<file path="src/rtl/jt12_stereo_acc.sv">
// Stereo frame accumulator: sums serial per-slot samples onto saturating left/right
// buses according to each slot's pan bits and emits one registered stereo sample per frame.
module jt12_stereo_acc #(
  parameter int CH_W  = 14,
  parameter int OUT_W = 20,
  parameter int NCH   = 6
) (
  input  logic                    clk,
  input  logic                    rst,
  input  logic                    cen,
  input  logic                    ch_valid,
  input  logic signed [CH_W-1:0]  ch_data,
  input  logic                    ch_left,
  input  logic                    ch_right,
  input  logic                    ch_last,
  output logic signed [OUT_W-1:0] left_out,
  output logic signed [OUT_W-1:0] right_out,
  output logic                    out_valid,
  output logic                    overrun
);

  localparam int CNT_W = $clog2(NCH + 1);
  localparam logic [CNT_W-1:0] NCH_C = CNT_W'(NCH);

  logic signed [OUT_W-1:0] acc_l, acc_r;
  logic        [CNT_W-1:0] cnt;
  logic signed [OUT_W:0]   ext, add_l, add_r, sum_l, sum_r;
  logic signed [OUT_W-1:0] nxt_l, nxt_r;
  logic                    accept, take;

  // The wide sum can only leave the OUT_W range by one bit; a sign mismatch
  // between the top two bits flags it and the top bit tells which rail to clamp to.
  function automatic logic signed [OUT_W-1:0] sat(input logic signed [OUT_W:0] s);
    if (s[OUT_W] != s[OUT_W-1])
      sat = s[OUT_W] ? {1'b1, {(OUT_W-1){1'b0}}} : {1'b0, {(OUT_W-1){1'b1}}};
    else
      sat = s[OUT_W-1:0];
  endfunction

  always_comb begin
    ext    = {{(OUT_W+1-CH_W){ch_data[CH_W-1]}}, ch_data};
    add_l  = ch_left  ? ext : '0;
    add_r  = ch_right ? ext : '0;
    sum_l  = {acc_l[OUT_W-1], acc_l} + add_l;
    sum_r  = {acc_r[OUT_W-1], acc_r} + add_r;
    nxt_l  = sat(sum_l);
    nxt_r  = sat(sum_r);
    accept = cen & ch_valid;
    take   = accept && (cnt < NCH_C);
  end

  always_ff @(posedge clk) begin
    if (rst) begin
      acc_l     <= '0;
      acc_r     <= '0;
      cnt       <= '0;
      left_out  <= '0;
      right_out <= '0;
      out_valid <= 1'b0;
      overrun   <= 1'b0;
    end else begin
      out_valid <= 1'b0;
      if (accept) begin
        if (!take)
          overrun <= 1'b1;
        if (ch_last) begin
          // An ignored closing slot still ends the frame with the sums held so far.
          left_out  <= take ? nxt_l : acc_l;
          right_out <= take ? nxt_r : acc_r;
          out_valid <= 1'b1;
          acc_l     <= '0;
          acc_r     <= '0;
          cnt       <= '0;
        end else if (take) begin
          acc_l <= nxt_l;
          acc_r <= nxt_r;
          cnt   <= cnt + 1'b1;
        end
      end
    end
  end

endmodule
</file>
<file path="config.mk">
export PLATFORM = sky130hd
export DESIGN_NAME = jt12_stereo_acc
export DESIGN_NICKNAME = d
export VERILOG_FILES = /design/src/rtl/jt12_stereo_acc.sv
export SDC_FILE = /design/constraint.sdc
export NUM_CORES = 1
export LEC_CHECK = 0
export ABC_CLOCK_PERIOD_IN_PS = 9600
export BUFFER_PORTS_ARGS = -buffer_cell sky130_fd_sc_hd__clkbuf_2
export CAP_MARGIN = 0
export CORE_AREA = 4 4 109 111
export CTS_BUF_LIST = sky130_fd_sc_hd__clkbuf_4 sky130_fd_sc_hd__clkbuf_8
export CTS_CLUSTER_DIAMETER = 100
export CTS_CLUSTER_SIZE = 16
export DETAILED_ROUTE_END_ITERATION = 16
export DIE_AREA = 0 0 113 115
export PLACE_DENSITY = 0.7
export REMOVE_ABC_BUFFERS = 1
export SYNTH_ARGS = -nofsm -noshare
export SYNTH_HDL_FRONTEND = slang
export SYNTH_SLANG_ARGS = --single-unit
</file>
<file path="constraint.sdc">
create_clock -name clk -period 9.6 [get_ports clk]
set_input_delay 0.96 -clock clk [delete_from_list [all_inputs] [get_ports clk]]
set_output_delay 0.96 -clock clk [all_outputs]
set_load 0.005 [all_outputs]
</file>
==> impl_results.md, run 1 <==
- Status: completed
- Sequential fraction of the synthesis area: 0.318
- Die Area: 0.0130 mm2
- DRT antenna net count: 0
- Avg WL per Cell: 17.8 um
- Antenna cells: 0
- Post-synth EDFFs: 0
- HPWL Detailed: 11,400 um
- Total Nets Final: 773
- Syn_area_per_cell: 8.14 um2
- Row cnt: 38
- Final GP Congestion: 0.922
- Crit path arrival time: 4410 ps
- I/O Pins: 63
- Final period demand of the worst path: 4140 ps
- Final TNS setup: 0 ps
- Unrepaired setup endpoints after global routing: false
- CTS tree: yes
- Critical path class: input port to flip-flop
- Largest net degree at the start of global routing: 25
- Clock H-tree levels: 3
- Critical Path, Cell by Cell: clkbuf_2, and2_1, ha_1, fa_1, a21oi_1, o211ai_1, a211oi_1, a211o_1, a22o_1, nor2_1, buf_4, o21ai_0, nand2_1
- Grt ovf: 0
- Hold WC Path Type: flip-flop to flip-flop
- Worst Setup SP: ch_left
- Slowest-stage cell, CP: a211oi_1
- DR vias: 5,199
- Reg2Reg Setup Slack: 6020 ps
- Post-cts gate resize count: 0
- Fill cell count: 1,006
- Asr flop ratio synth: 0
- Cells after Synth: 658
- Fin crit share: 0.431
- Main synth FF type: dfxtp_1
- Crit Path Max Fanout: 14
- Layout area overhead: 11.9%
- Multi-input combinational cell area: 0.00350 mm2
- Final Instance Count excl. Fillers: 854
- All-Layer GR Usage: 0.237
- Total power per unit cell area: 123 mW/mm2
- Post-Syn Area: 0.00536 mm2
- CP required: 9870 ps
- Fmax: 242 MHz
- Initial core utilization: 0.496
- CTS max path bufs: 2
- DRT iter0 DRCs: 345
- Inserted Clock Buffers: 9
- Hold_buf cts: 0
- Lkg Pwr: 2.58 nW
- Layout cells sized above 1: 0.137
- Clock skew: 16.0 ps
- YS warnings: 0
- Floorplan core area: 0.0108 mm2
- Most common cell after layout, fill and taps aside: dfxtp_1
- Reg-to-reg critical path endpoint: left_out[0]
- Finish-stage setup viols: 0
- Synth cell types: 62
- DP Cell Count: 838
- Max Cap Viol: 0
- Flops & latches, synth: 85
- Worst Setup End Kind: flip-flop
- FF-to-FF path depth: 11
- Final wirelength: 15,200 um
- Slew Viols, Final: 0
- IR drop worst, VDD: 0.108 mV
- Clk pin slew, worst setup/hold paths: 80 ps
- Global-route wire length before repair: 24,800 um
- CP Capture Point: left_out[0]
- Die W: 113 um
- Worst setup margin: 5460 ps
- Number of global-route vias before repair: 4,942
- PortBufs: 62
- Slowest stage delay, CP: 570 ps
- Most frequent cells in the layout: dfxtp_1, o21ai_0, nand2_1
- Final hold vios: 0
- Dpl ws: 5120 ps
- Clock Latency Late Sink: 380 ps
- # clock sinks: 85
- Worst r2r src: acc_l[0]
- Post-CTS setup buffers: 0
- Die height: 115 um
- # DRC: 0
- Worst Hold Depth: 2
- Least-Margin Pin Slew: 1020 ps
- Vias per cell: 6.09
- Critical Path Source Type: input port
- Root buffer cell: clkbuf_8
- Antenna violations before repair: 0
- Reg area: 0.00170 mm2
- HP Start: left_out[13]
- Pre-antenna DRT Iters: 5
- Worst hold slack: 451 ps
- Slew margin rel.: 0.314
[sequential cells by signal, summed over array words and instances (netlist names)]
signal,flops
overrun,1
left_out,20
acc_r,20
out_valid,1
cnt,3
right_out,20
acc_l,20
[worst min path at each step]
stage                     slack (ps)           end
after floorplan                  430      acc_l[7]
after global placement           440  left_out[17]
after detailed placement         450  left_out[18]
after CTS                        450  left_out[13]
after global routing             470  left_out[13]
final                            450  left_out[13]
[synth_stat cells (11+ instances only)]
library cell	instances	area, um2
nand3_1	11	55.1
a22o_1	11	96.3
nand2_1	79	297
ha_1	41	513
o21ai_0	81	405
xnor2_1	20	175
a22oi_1	20	150
a21oi_1	44	220
and2_1	35	219
nor2_1	42	158
xor2_1	12	105
dfxtp_1	85	1700
clkbuf_1	20	75.1
a211oi_1	16	120
a21o_1	15	113
[power by group]
part,internal (mW),switching [mW]
clock network,0.144,0.134
registers,0.357,0.00336
logic,0.0346,0.0625
[logic make-up after synthesis]
logic type,share of synthesized area
simple gates,0.180
mux,0.00187
fa+ha+maj,0.109
buf+inv,0.0318
xor+xnor,0.0523
compound gates,0.307
flops,0.318
[routing by layer]
metal / wire length [um] / track usage / vias up
li1: - / - / 2543
met1: 7420 / 0.335 / 2477
met2: 6590 / 0.365 / 156
met3: 871 / 0.0379 / 23
met4: 304 / 0.0881 / 0
met5: 0 / 0 / -
[per-stage QoR]
| stage | cell area, um2 | power (mW) | utilization |
|---|---|---|---|
| 3_5_place_dp | 5780 | 0.464 | 0.535 |
| 6_report | 5990 | 0.736 | 0.555 |
| 3_3_place_gp | 5780 | 0.462 | 0.535 |
| 4_1_cts | 5990 | 0.741 | 0.555 |
| 5_1_grt | 5990 | 0.768 | 0.555 |
| 2_1_floorplan | 5220 | 0.431 | - |
[area by class of cell]
type	instances	area share
well taps	140	0.0292
clock inverters	3	0.00710
inverters	10	0.00626
clock buffers	13	0.0288
flip-flops and latches	85	0.284
multi-input cells	534	0.584
repair buffers	69	0.0606
[critical path: cells and delay by family]
kind	cells	cell delay [ps]
AO/OA/AOI/OAI	6	1800
buffers and inverters	2	430
AND/OR/NAND/NOR	3	580
adder cells (fa/ha/maj)	2	640
Power figures use the tool's default switching activity.
==> inputs of run 2 (changes only) <==
--- a/config.mk
+++ b/config.mk
@@ -5,7 +5,7 @@
 export SDC_FILE = /design/constraint.sdc
 export NUM_CORES = 1
 export LEC_CHECK = 0
-export ABC_CLOCK_PERIOD_IN_PS = 9600
+export ABC_CLOCK_PERIOD_IN_PS = 4050
 export BUFFER_PORTS_ARGS = -buffer_cell sky130_fd_sc_hd__clkbuf_2
 export CAP_MARGIN = 0
 export CORE_AREA = 4 4 109 111
==> constraint.sdc (replaced) <==
create_clock -name clk -period 4.05 [get_ports clk]
set_input_delay 0.405 -clock clk [delete_from_list [all_inputs] [get_ports clk]]
set_output_delay 0.405 -clock clk [all_outputs]
set_load 0.005 [all_outputs]
==> impl_results.md, run 2 (synthesis gave the netlist of run 1 again) <==
- Final Cell Area: 0.00602 mm2
- DRT antenna net count: 0
- CTS tree: yes
- Share of power burned in registers: 0.494
- Antenna cells: 0
- Layout Utilization: 0.558
- Vias per cell: 6.13
- All-Layer GR Usage: 0.239
- CTS max path bufs: 2
- Antenna violations before repair: 0
- Reg-to-reg critical path endpoint: acc_r[1]
- Number of global-route vias before repair: 5,041
- HP Start: rst
- Multi-input combinational cell area: 0.00350 mm2
- Dpl ws: 301 ps
- Slew margin rel.: 0.296
- Lkg Pwr: 2.59 nW
- Crit Path Max Fanout: 15
- Max Cap Viol: 0
- IR drop worst, VDD: 0.207 mV
- Critical Path Source Type: input port
- Worst Hold Depth: 2
- # DRC: 0
- Die Area: 0.0130 mm2
- Clock Latency Late Sink: 380 ps
- Initial core utilization: 0.496
- Crit path arrival time: 3710 ps
- Net Sw Power: 503 uW
- Layout area overhead: 12.4%
- Largest net degree at the start of global routing: 25
- Clk pin slew, worst setup/hold paths: 100 ps
- Final period demand of the worst path: 3410 ps
- Pre-antenna DRT Iters: 5
- Switching part of the total: 0.291
- CP required: 4340 ps
- Grt ovf: 0
- Global-route wire length before repair: 25,100 um
- HPWL Detailed: 11,500 um
- Reg area: 0.00170 mm2
- Clock H-tree levels: 3
- Layout cells sized above 1: 0.143
- Comb pwr share: 0.136
- Row cnt: 38
- Total Nets Final: 778
- Final hold vios: 0
- Die W: 113 um
- DRT iter0 DRCs: 437
- Slew Viols, Final: 0
- Post-CTS setup buffers: 0
- FF-to-FF path depth: 9
- Status: completed
- Critical Path, Cell by Cell: clkbuf_2, and2_1, ha_1, a21oi_1, o21ai_0, a2111o_1, nand2_1, a311oi_1, nor2_1, nand2_1, o21ai_0
- Avg WL per Cell: 17.7 um
- Final GP Congestion: 0.966
- Fin crit share: 0.843
- Worst setup margin: 637 ps
- Reg2Reg Setup Slack: 670 ps
- Worst Setup End Kind: flip-flop
- Worst r2r src: acc_r[6]
- Floorplan core area: 0.0108 mm2
- Hold_buf cts: 0
- Root buffer cell: clkbuf_8
- Internal Power: 1.22 mW
- Slowest-stage cell, CP: nor2_1
- Worst hold slack: 362 ps
- DR vias: 5,262
- Placed inst area: 0.00581 mm2
- Clock share of power: 0.370
- DP Cell Count: 843
- Fmax: 293 MHz
- Inserted Clock Buffers: 9
- Tot Pwr: 1.73 mW
- Critical path class: input port to flip-flop
- Finish-stage setup viols: 0
- Final wirelength: 15,200 um
- Least-Margin Pin Slew: 1050 ps
- Post-cts gate resize count: 0
- Clock skew: 15.5 ps
- Final Instance Count excl. Fillers: 859
- Most frequent cells in the layout: dfxtp_1, o21ai_0, nand2_1
- Most common cell after layout, fill and taps aside: dfxtp_1
- Die height: 115 um
- WHS Endpoint: acc_l[19]
- # clock sinks: 85
- Total power per unit cell area: 287 mW/mm2
- Unrepaired setup endpoints after global routing: false
- Fill cell count: 1,037
- Slowest stage delay, CP: 820 ps
- Hold WC Path Type: input port to flip-flop
- PortBufs: 62
- Final TNS setup: 0 ps
- I/O Pins: 63
[run 2: power by group through the flow]
stage | Sequential [mW] | Combinational (mW) | Clock [mW]
after floorplan | 0.871 | 0.150 | 0
after global placement | 0.873 | 0.226 | 0
after detailed placement | 0.873 | 0.230 | 0
after CTS | 0.853 | 0.231 | 0.648
after global routing | 0.855 | 0.258 | 0.693
final | 0.854 | 0.235 | 0.639
[run 2: layer usage]
metal | GRT usage | wire length (um) | up-vias
met5 | 0 | 0 | -
met4 | 0.0785 | 307 | 0
met3 | 0.0463 | 1100 | 21
met2 | 0.369 | 6660 | 194
met1 | 0.336 | 7140 | 2488
li1 | - | - | 2559
[run 2: worst max-delay path, delay by kind of cell]
| family | cells | cell delay (ps) |
|---|---|---|
| adder cells (fa/ha/maj) | 1 | 340 |
| AND/OR/NAND/NOR | 4 | 1550 |
| buffers and inverters | 1 | 180 |
| AO/OA/AOI/OAI | 5 | 1210 |
[run 2: cell type report]
| class | count | share of cell area |
|---|---|---|
| Clock buffer | 9 | 0.0206 |
| Clock inverter | 7 | 0.0137 |
| Inverter | 10 | 0.00623 |
| Multi-Input combinational cell | 534 | 0.581 |
| Sequential cell | 85 | 0.283 |
| Tap cell | 140 | 0.0291 |
| Timing Repair Buffer | 74 | 0.0665 |
[run 2: worst max path at each step]
stage	start	endpoint	slack, ps	depth (start not counted)
floorplan	ch_right	acc_r[12]	840	11
global placement	ch_right	acc_r[6]	450	11
detailed placement	ch_right	acc_r[1]	300	11
CTS	ch_right	right_out[13]	690	11
global route	ch_right	acc_r[3]	340	11
finish	ch_right	acc_r[1]	640	11
==> inputs of run 3 (changes only) <==
--- a/config.mk
+++ b/config.mk
@@ -5,7 +5,7 @@
 export SDC_FILE = /design/constraint.sdc
 export NUM_CORES = 1
 export LEC_CHECK = 0
-export ABC_CLOCK_PERIOD_IN_PS = 4050
+export ABC_CLOCK_PERIOD_IN_PS = 3500
 export BUFFER_PORTS_ARGS = -buffer_cell sky130_fd_sc_hd__clkbuf_2
 export CAP_MARGIN = 0
 export CORE_AREA = 4 4 109 111
==> constraint.sdc (replaced) <==
create_clock -name clk -period 3.5 [get_ports clk]
set_input_delay 0.35 -clock clk [delete_from_list [all_inputs] [get_ports clk]]
set_output_delay 0.35 -clock clk [all_outputs]
set_load 0.005 [all_outputs]
==> impl_results.md, run 3 (synthesis gave the netlist of run 1 again) <==
- Total Nets Final: 792
- Post-CTS setup buffers: 0
- Clk pin slew, worst setup/hold paths: 90 ps
- Worst Setup End Kind: flip-flop
- DRT iter0 DRCs: 377
- CP required: 3760 ps
- Slew margin rel.: 0.326
- Antenna cells: 0
- CTS max path bufs: 2
- Layout cells sized above 1: 0.160
- Grt ovf: 0
- All-Layer GR Usage: 0.240
- Initial core utilization: 0.496
- Worst setup margin: 446 ps
- Clock skew: 15.2 ps
- Buffer and inverter count on the worst path: 2
- Max Cap Viol: 0
- IR drop worst, VDD: 0.208 mV
- HPWL Detailed: 11,800 um
- Pre-antenna DRT Iters: 5
- Hold WC Path Type: input port to flip-flop
- DR vias: 5,253
- # clock sinks: 85
- Tot Pwr: 1.90 mW
- Lkg Pwr: 2.66 nW
- Root buffer cell: clkbuf_8
- Most common cell after layout, fill and taps aside: dfxtp_1
- Critical Path Source Type: flip-flop
- Die Area: 0.0130 mm2
- Crit Path Max Fanout: 7
- Row cnt: 38
- Final GP Congestion: 1.02
- Dpl ws: 171 ps
- Status: completed
- Final wirelength: 15,400 um
- Least-Margin Pin Slew: 1000 ps
- Total power per unit cell area: 312 mW/mm2
- Crit path arrival time: 3310 ps
- Die height: 115 um
- I/O Pins: 63
- Critical Path, Cell by Cell: ha_1, fa_1, a211oi_2, or3b_1, nand4b_1, a31o_1, a311oi_1, nor2_1, buf_4, nand2_1, buf_4, o21ai_0
- Fin crit share: 0.873
- Delay-heaviest family, CP: compound AO/OA/AOI/OAI gates
- Antenna violations before repair: 0
- Final TNS setup: 0 ps
- Cell mode on critical path: buf_4
- Layout Utilization: 0.565
- Inserted Clock Buffers: 9
- Placed inst area: 0.00593 mm2
- Slowest-stage cell, CP: fa_1
- Most frequent cells in the layout: dfxtp_1, o21ai_0, nand2_1
- Floorplan core area: 0.0108 mm2
- Clock Latency Late Sink: 380 ps
- Post-cts gate resize count: 0
- Finish-stage setup viols: 0
- Slowest stage delay, CP: 450 ps
- Clock H-tree levels: 3
- Unrepaired setup endpoints after global routing: false
- Slew Viols, Final: 0
- # DRC: 0
- Final Cell Area: 0.00610 mm2
- Hold_buf cts: 0
- Layout area overhead: 13.9%
- CTS tree: yes
- Number of global-route vias before repair: 5,104
- Fmax: 327 MHz
- Global-route wire length before repair: 25,300 um
- Vias per cell: 6.02
- Final period demand of the worst path: 3050 ps
- PortBufs: 62
- Critical path class: flip-flop to flip-flop
- Die W: 113 um
- DRT antenna net count: 0
- Avg WL per Cell: 17.7 um
- Final hold vios: 0
- Largest net degree at the start of global routing: 25
==> run 3: changes by cell type in the layout (fill, tap and decap cells not counted), moves of 2 or more <==
cell	before	now
buf_4	12	25
clkbuf_4	0	2
clkinv_2	0	4
clkinv_4	2	0
==> run 3: layout make-up <==
cell class / instances / area, um2
clock buffers: 11 / 139
clock inverters: 5 / 27.5
fillers: 1023 / 4690
inverters: 10 / 37.5
multi-input cells: 534 / 3500
flip-flops and latches: 85 / 1700
well taps: 140 / 175
repair buffers: 88 / 518
==> run 3: path summary, 6_finish.rpt <==
check,startpoint,end,slack (ps),cells after the start
worst max register to register,acc_r[0],acc_r[1],450,12
worst min register to register,left_out[17],left_out[17],460,2
worst min-delay path,rst,acc_l[19],310,2
worst max-delay path,acc_r[0],acc_r[1],450,12
==> run 3: metal layers <==
| layer | vias to the layer above | GRT usage | wire, um |
|---|---|---|---|
| met3 | 17 | 0.0400 | 901 |
| met4 | 0 | 0.0817 | 244 |
| met2 | 166 | 0.388 | 6970 |
| met1 | 2488 | 0.327 | 7310 |
| met5 | - | 0 | 0 |
| li1 | 2582 | - | - |
==> run 3: metrics by stage <==
stage               cells  hold WS, ps
global route          873          330
floorplan             629          419
finish                873          315
CTS                   873          299
global placement      857          437
detailed placement    857          442
==> run 3: where the power goes <==
part | total (mW) | switching, mW | internal, mW
logic | 0.281 | 0.175 | 0.106
registers | 0.987 | 0.00881 | 0.978
clock network | 0.631 | 0.362 | 0.269
total | 1.90 | 0.547 | 1.35
